### src/rtl/reg_bank_writer.sv
// Write side of the 32-entry general-purpose register file feeding the bus mux.
// One-hot load decode from wr_sel, plus write-tracking status for control/debug.
module reg_bank_writer #(
  parameter int WIDTH    = 32,
  parameter int R0_GATED = 1
) (
  input  logic             clk,
  input  logic             clr,
  input  logic [WIDTH-1:0] bus_in,
  input  logic             wr_en,
  input  logic [4:0]       wr_sel,
  input  logic             ba_out,
  output logic [WIDTH-1:0] r0,
  output logic [WIDTH-1:0] r1,
  output logic [WIDTH-1:0] r2,
  output logic [WIDTH-1:0] r3,
  output logic [WIDTH-1:0] r4,
  output logic [WIDTH-1:0] r5,
  output logic [WIDTH-1:0] r6,
  output logic [WIDTH-1:0] r7,
  output logic [WIDTH-1:0] r8,
  output logic [WIDTH-1:0] r9,
  output logic [WIDTH-1:0] r10,
  output logic [WIDTH-1:0] r11,
  output logic [WIDTH-1:0] r12,
  output logic [WIDTH-1:0] r13,
  output logic [WIDTH-1:0] r14,
  output logic [WIDTH-1:0] r15,
  output logic [WIDTH-1:0] r16,
  output logic [WIDTH-1:0] r17,
  output logic [WIDTH-1:0] r18,
  output logic [WIDTH-1:0] r19,
  output logic [WIDTH-1:0] r20,
  output logic [WIDTH-1:0] r21,
  output logic [WIDTH-1:0] r22,
  output logic [WIDTH-1:0] r23,
  output logic [WIDTH-1:0] r24,
  output logic [WIDTH-1:0] r25,
  output logic [WIDTH-1:0] r26,
  output logic [WIDTH-1:0] r27,
  output logic [WIDTH-1:0] r28,
  output logic [WIDTH-1:0] r29,
  output logic [WIDTH-1:0] r30,
  output logic [WIDTH-1:0] r31,
  output logic [31:0]      written,
  output logic [15:0]      wr_count,
  output logic [4:0]       last_sel,
  output logic             wr_ack
);

  logic [WIDTH-1:0] regs [32];
  logic [31:0]      load;

  always_comb begin
    load = '0;
    if (wr_en) load[wr_sel] = 1'b1;
  end

  always_ff @(posedge clk) begin
    if (clr) begin
      for (int i = 0; i < 32; i++) regs[i] <= '0;
      written  <= '0;
      wr_count <= '0;
      last_sel <= '0;
      wr_ack   <= 1'b0;
    end else begin
      for (int i = 0; i < 32; i++) begin
        if (load[i]) regs[i] <= bus_in;
      end
      written <= written | load;
      if (wr_en) begin
        last_sel <= wr_sel;
        // saturate rather than wrap so software can detect overflow
        if (wr_count != 16'hFFFF) wr_count <= wr_count + 16'd1;
      end
      wr_ack <= wr_en;
    end
  end

  // gating only masks the visible r0; the stored value survives
  assign r0  = ((R0_GATED != 0) && ba_out) ? '0 : regs[0];
  assign r1  = regs[1];
  assign r2  = regs[2];
  assign r3  = regs[3];
  assign r4  = regs[4];
  assign r5  = regs[5];
  assign r6  = regs[6];
  assign r7  = regs[7];
  assign r8  = regs[8];
  assign r9  = regs[9];
  assign r10 = regs[10];
  assign r11 = regs[11];
  assign r12 = regs[12];
  assign r13 = regs[13];
  assign r14 = regs[14];
  assign r15 = regs[15];
  assign r16 = regs[16];
  assign r17 = regs[17];
  assign r18 = regs[18];
  assign r19 = regs[19];
  assign r20 = regs[20];
  assign r21 = regs[21];
  assign r22 = regs[22];
  assign r23 = regs[23];
  assign r24 = regs[24];
  assign r25 = regs[25];
  assign r26 = regs[26];
  assign r27 = regs[27];
  assign r28 = regs[28];
  assign r29 = regs[29];
  assign r30 = regs[30];
  assign r31 = regs[31];

endmodule

### config.mk
export PLATFORM = sky130hd
export DESIGN_NAME = reg_bank_writer
export DESIGN_NICKNAME = d
export VERILOG_FILES = /design/src/rtl/reg_bank_writer.sv
export SDC_FILE = /design/constraint.sdc
export NUM_CORES = 1
export LEC_CHECK = 0
export CAP_MARGIN = 20
export CORE_AREA = 2 2 439 441
export DETAILED_ROUTE_END_ITERATION = 8
export DIE_AREA = 0 0 441 443
export PLACE_DENSITY_LB_ADDON = 0.12
export SLEW_MARGIN = 20
export SYNTH_ARGS = -nofsm -noshare
export SYNTH_HDL_FRONTEND = slang
export SYNTH_SLANG_ARGS = --single-unit
### constraint.sdc
create_clock -name clk -period 2.1 [get_ports clk]
set_input_delay 0.21 -clock clk [delete_from_list [all_inputs] [get_ports clk]]
set_output_delay 0.21 -clock clk [all_outputs]
set_load 0.02 [all_outputs]
Word-level counts from Yosys, hierarchy flattened
Memories as Yosys holds them, arrays and structs flattened.
Cells that the tools add are included.
{ "classes": {"magnitude_cmp": 2, "n_shift": 0, "div": 0, "multipliers": 0, "bitwise_logic": 33, "n_addsub": 1, "eq_ne": 1, "n_reduce_logical": 2, "muxes": 134} }
{ "ops": {"columns": ["op", "count"], "rows": [
  ["2-to-1 mux 32 bit", 34],
  ["2-to-1 mux 1 bit", 99],
  ["bitwise OR 1 bit", 32],
  ["bitwise OR 32 bit", 1],
  ["adder 16 x 1 -> 16 bit (second input constant)", 1],
  ["!= test 16 bit (second input constant)", 1],
  ["< comparator 5 x 6 -> 1 bit (second input constant)", 1],
  ["demux 1 bit (select 5 bit)", 1],
  [">= comparator 5 x 1 -> 1 bit (second input constant)", 1],
  ["AND reduction 2 bit", 1],
  ["logical AND 1 bit", 1]
]} }
{ "word_totals": {"ram_bits": 1024, "out_inout_bits": 1078, "inputBits": 41, "regBits": 54, "latch_bits": 0, "memories": 1, "mem_bits_ro": 0} }
{ "mem_list": {"columns": ["memory", "depth", "width", "rd", "rd_clocked_by_memory_dff", "wr", "line", "source"], "rows": [
  ["regs", 32, 32, 32, 0, 32, "51", "logic [WIDTH-1:0] regs [32];"]
]} }

Depth between registers and ports, before layout
{ "depth": {"word_depth": 9, "mapped_depth": 6, "ltp_nobuf": 5} }

Worst setup path before layout
Ideal clock, no wire load.
{ "synth_timing": {"path_type": "in2reg", "start": "input wr_sel[1]", "end": "memory regs[12][0], in the netlist regs[0][384] (enable)", "stages": 4, "n_path_buf": 1, "required_time_ns": 1.706, "arrival_time_ns": 1.718, "path_slack_ns": -0.012, "setup_time_ns": 0.394, "path_cell_list": "buf_2 > nor3b_2 > nand2_1 > nand2b_1"} }
{ "synth_lines": {"columns": ["item", "line", "source"], "rows": [
  ["start, declared", "11", "input logic [4:0] wr_sel,"],
  ["end, declared", "51", null]
]} }

==> results.yml <==
outcome:
  status: "finished clean"
hold_path:
  hold_path_class: "in2reg"
  holdPathStages: 3
routing:
  highest_layer: "met4"
  routed-wl-met2_um: 94870
  vias_per_cell: 3.836
  totalWireLength_um: 180100
  post-route-drc-count: 0
  first_pass_iters: 5
  dr_wl_met3_um: 11550
  first_iter_violations: 1860
  wl_met1_um: 66490
  routedWlPerCell_um: 29.53
  num_vias: 23391
  ant_nets: 0
synth:
  syn-num-nets: 2643
  syn_avg_cell_area_sq_um: 15.40
  synthArstFlopShare: 0
  seq_area_frac_synth: 0.7949
  synth.most_common_cell: "edfxtp_1"
  synth_commonest_cells: "1024 x edfxtp_1, 641 x nor2_1, 481 x buf_4"
  synth_ff_type: "edfxtp_1"
  syn_area_sq_um: 40050
  ys_ff_latch: 1078
  synthCells: 2601
  synthDistinctLibCells: 43
  synth_edf_count: 1024
  netlist.area_leader.share: 0.7679
  yosys-top-cells-area: "edfxtp_1 77%, buf_4 9.0%, nor2_1 6.0%"
  synth_warnings: 0
  synth_top_cell_by_area: "edfxtp_1"
cts:
  cts_setup_buffers: 0
  tritoncts: "built"
  clock_latency_ns: 0.79
  tritoncts_num_sinks: 1078
  path_clk_slew_ns: 0.06
  root_buffer: "clkbuf_16"
  cts_max_level: 4
  numCtsBuffers: 133
  cts.path.max_buffers: 3
sta:
  fmax_mhz: 494.6
  maxSlewViolCount: 0
  finalCriticalPeriod_ns: 2.022
  setup_viol: 0
  final_hold_viol_count: 0
  skew_ns: 0.003853
  fin_tns_setup_ns: 0
  fin_crit_sh: 0.9628
  maxSlewHeadroom: 0.5588
  finalHoldWorstSlack_ns: 0.2227
  worst_slew_pin_slew_ns: 0.6611
  setup_slack_ns: 0.07806
worst_setup_path:
  cp_num_buf_inv: 1
  start_kind: "register"
  path_cells: "clkdlybuf4s50_1"
  cp_max_fo: 1
  endpoint_kind: "output port"
  worstRegToRegCells: 5
  cp_top_family: "buffers and inverters"
  critical_path_required_ns: 1.89
  critPathMaxStageDelay_ns: 0.69
  cp_slowest_cell: "clkdlybuf4s50_1"
  crit_type: "reg2out"
  critical_path_depth: 1
  worstPathArrival_ns: 1.81
placed_design:
  dp_hpwl_um: 134300
  gp_congestion: 0.7733
  placed_cell_area_sq_um: 53370
  port_buffers: 1118
  dp_slack_ns: -0.3874
layout:
  area_growth_pct: 42.71
  layout.nets: 3513
  fin_area_sq_um: 57150
  drive_gt1_frac: 0.1408
floorplan:
  core.rowCount: 161
  io_pins: 1119
  dieArea_sq_um: 195400
  start_util: 0.2095
  core-area_sq_um: 191200
  die_height_um: 443
  die_w_um: 441
global_route:
  overflow: 0
  grt_usage: 0.1805
  grt_max_degree: 69
  grt_pass1_vias: 23197
  antenna_found_initial: 8
  grt_pass1_wl_um: 232200
power_and_ir_drop:
  powerDensity_nw_per_um2: 954.3
  ir_worst_vdd_mv: 0.5659
  leakagePower_uw: 0.02046
run:
  cap_violations: 0
cells in the final DEF (no fill, tap or decap), drive strengths merged, types with 9 or more instances in the layout:
cell and count:
a21oi 27, inv 50, dlygate4sd2 270, or2 13, edfxtp 1024, nand3 9
clkinv 43, nand2 23, nand2b 51, nor2b 33, clkbuf 171, buf 251
clkdlybuf4s50 831, dfxtp 54, nor3 10, nor2 641
where the power goes:
| part | internal (uW) | leakage, uW | switching, uW | total, uW |
|---|---|---|---|---|
| registers | 25000 | 0.0103 | 400 | 25400 |
| clock network | 12500 | 0.00198 | 9460 | 21900 |
| logic | 2660 | 0.00823 | 4530 | 7180 |
| total | 40100 | 0.0205 | 14400 | 54500 |
sequential cells by signal (all words and copies together) (netlist names):
name / cells
last_sel: 5
regs: 1024
wr_ack: 1
written: 32
wr_count: 16
stage by stage:
| stage | cells | utilization | total power, uW |
|---|---|---|---|
| floorplan | 2601 | - | 29120 |
| CTS | 6092 | 0.2988 | 55490 |
| global placement | 5861 | 0.2792 | 33510 |
| finish | 6098 | 0.2989 | 54540 |
| global route | 6095 | 0.2989 | 56320 |
| detailed placement | 5861 | 0.2792 | 33470 |
area by class of cell:
class / count / area [sq um]
fill: 19262 / 134000
sequential: 1078 / 31830
timing repair buffer: 1357 / 13950
multi-input combinational: 859 / 3954
clock buffer: 171 / 3545
tap: 2526 / 3161
clock inverter: 59 / 536.8
inverter: 42 / 157.7
antenna: 6 / 15.01
metal layers:
metal,GRT usage,vias up
li1,-,10229
met1,0.1972,12106
met2,0.3242,826
met3,0.05176,230
met4,0.07384,0
met5,0,-
cells by family after synthesis:
| logic type | after synthesis | share of synthesized area |
|---|---|---|
| buffers and inverters | 664 | 0.1095 |
| adders and majority gates | 1 | 0.0003124 |
| and+or+nand+nor | 808 | 0.08683 |
| DFF | 1078 | 0.7949 |
| AOI/OAI and AO/OA | 44 | 0.006999 |
| xor gates and xnor gates | 1 | 0.0002187 |
| muxes | 5 | 0.001250 |
path summary, 6_finish.rpt:
| kind | start | endpoint | slack (ns) |
|---|---|---|---|
| worst min register to register | written[5]$_SDFF_PP0_ | written[5]$_SDFF_PP0_ | 0.45 |
| worst max-delay path | regs[0][284]$_SDFFCE_PN0P_ | r8[28] | 0.08 |
| worst min-delay path | wr_sel[0] | last_sel[0]$_SDFFE_PP0P_ | 0.22 |
| worst max register to register | wr_count[0]$_SDFFE_PP0P_ | wr_count[13]$_SDFFE_PP0P_ | 0.43 |
repair_timing:
item / in CTS / in global routing
hold buffers: 1 / 0
endpoints found under the hold margin: 37 / 0
setup endpoints to repair: 271 / 3
gates resized for setup: 273 / 3
Power figures use the tool's default switching activity.
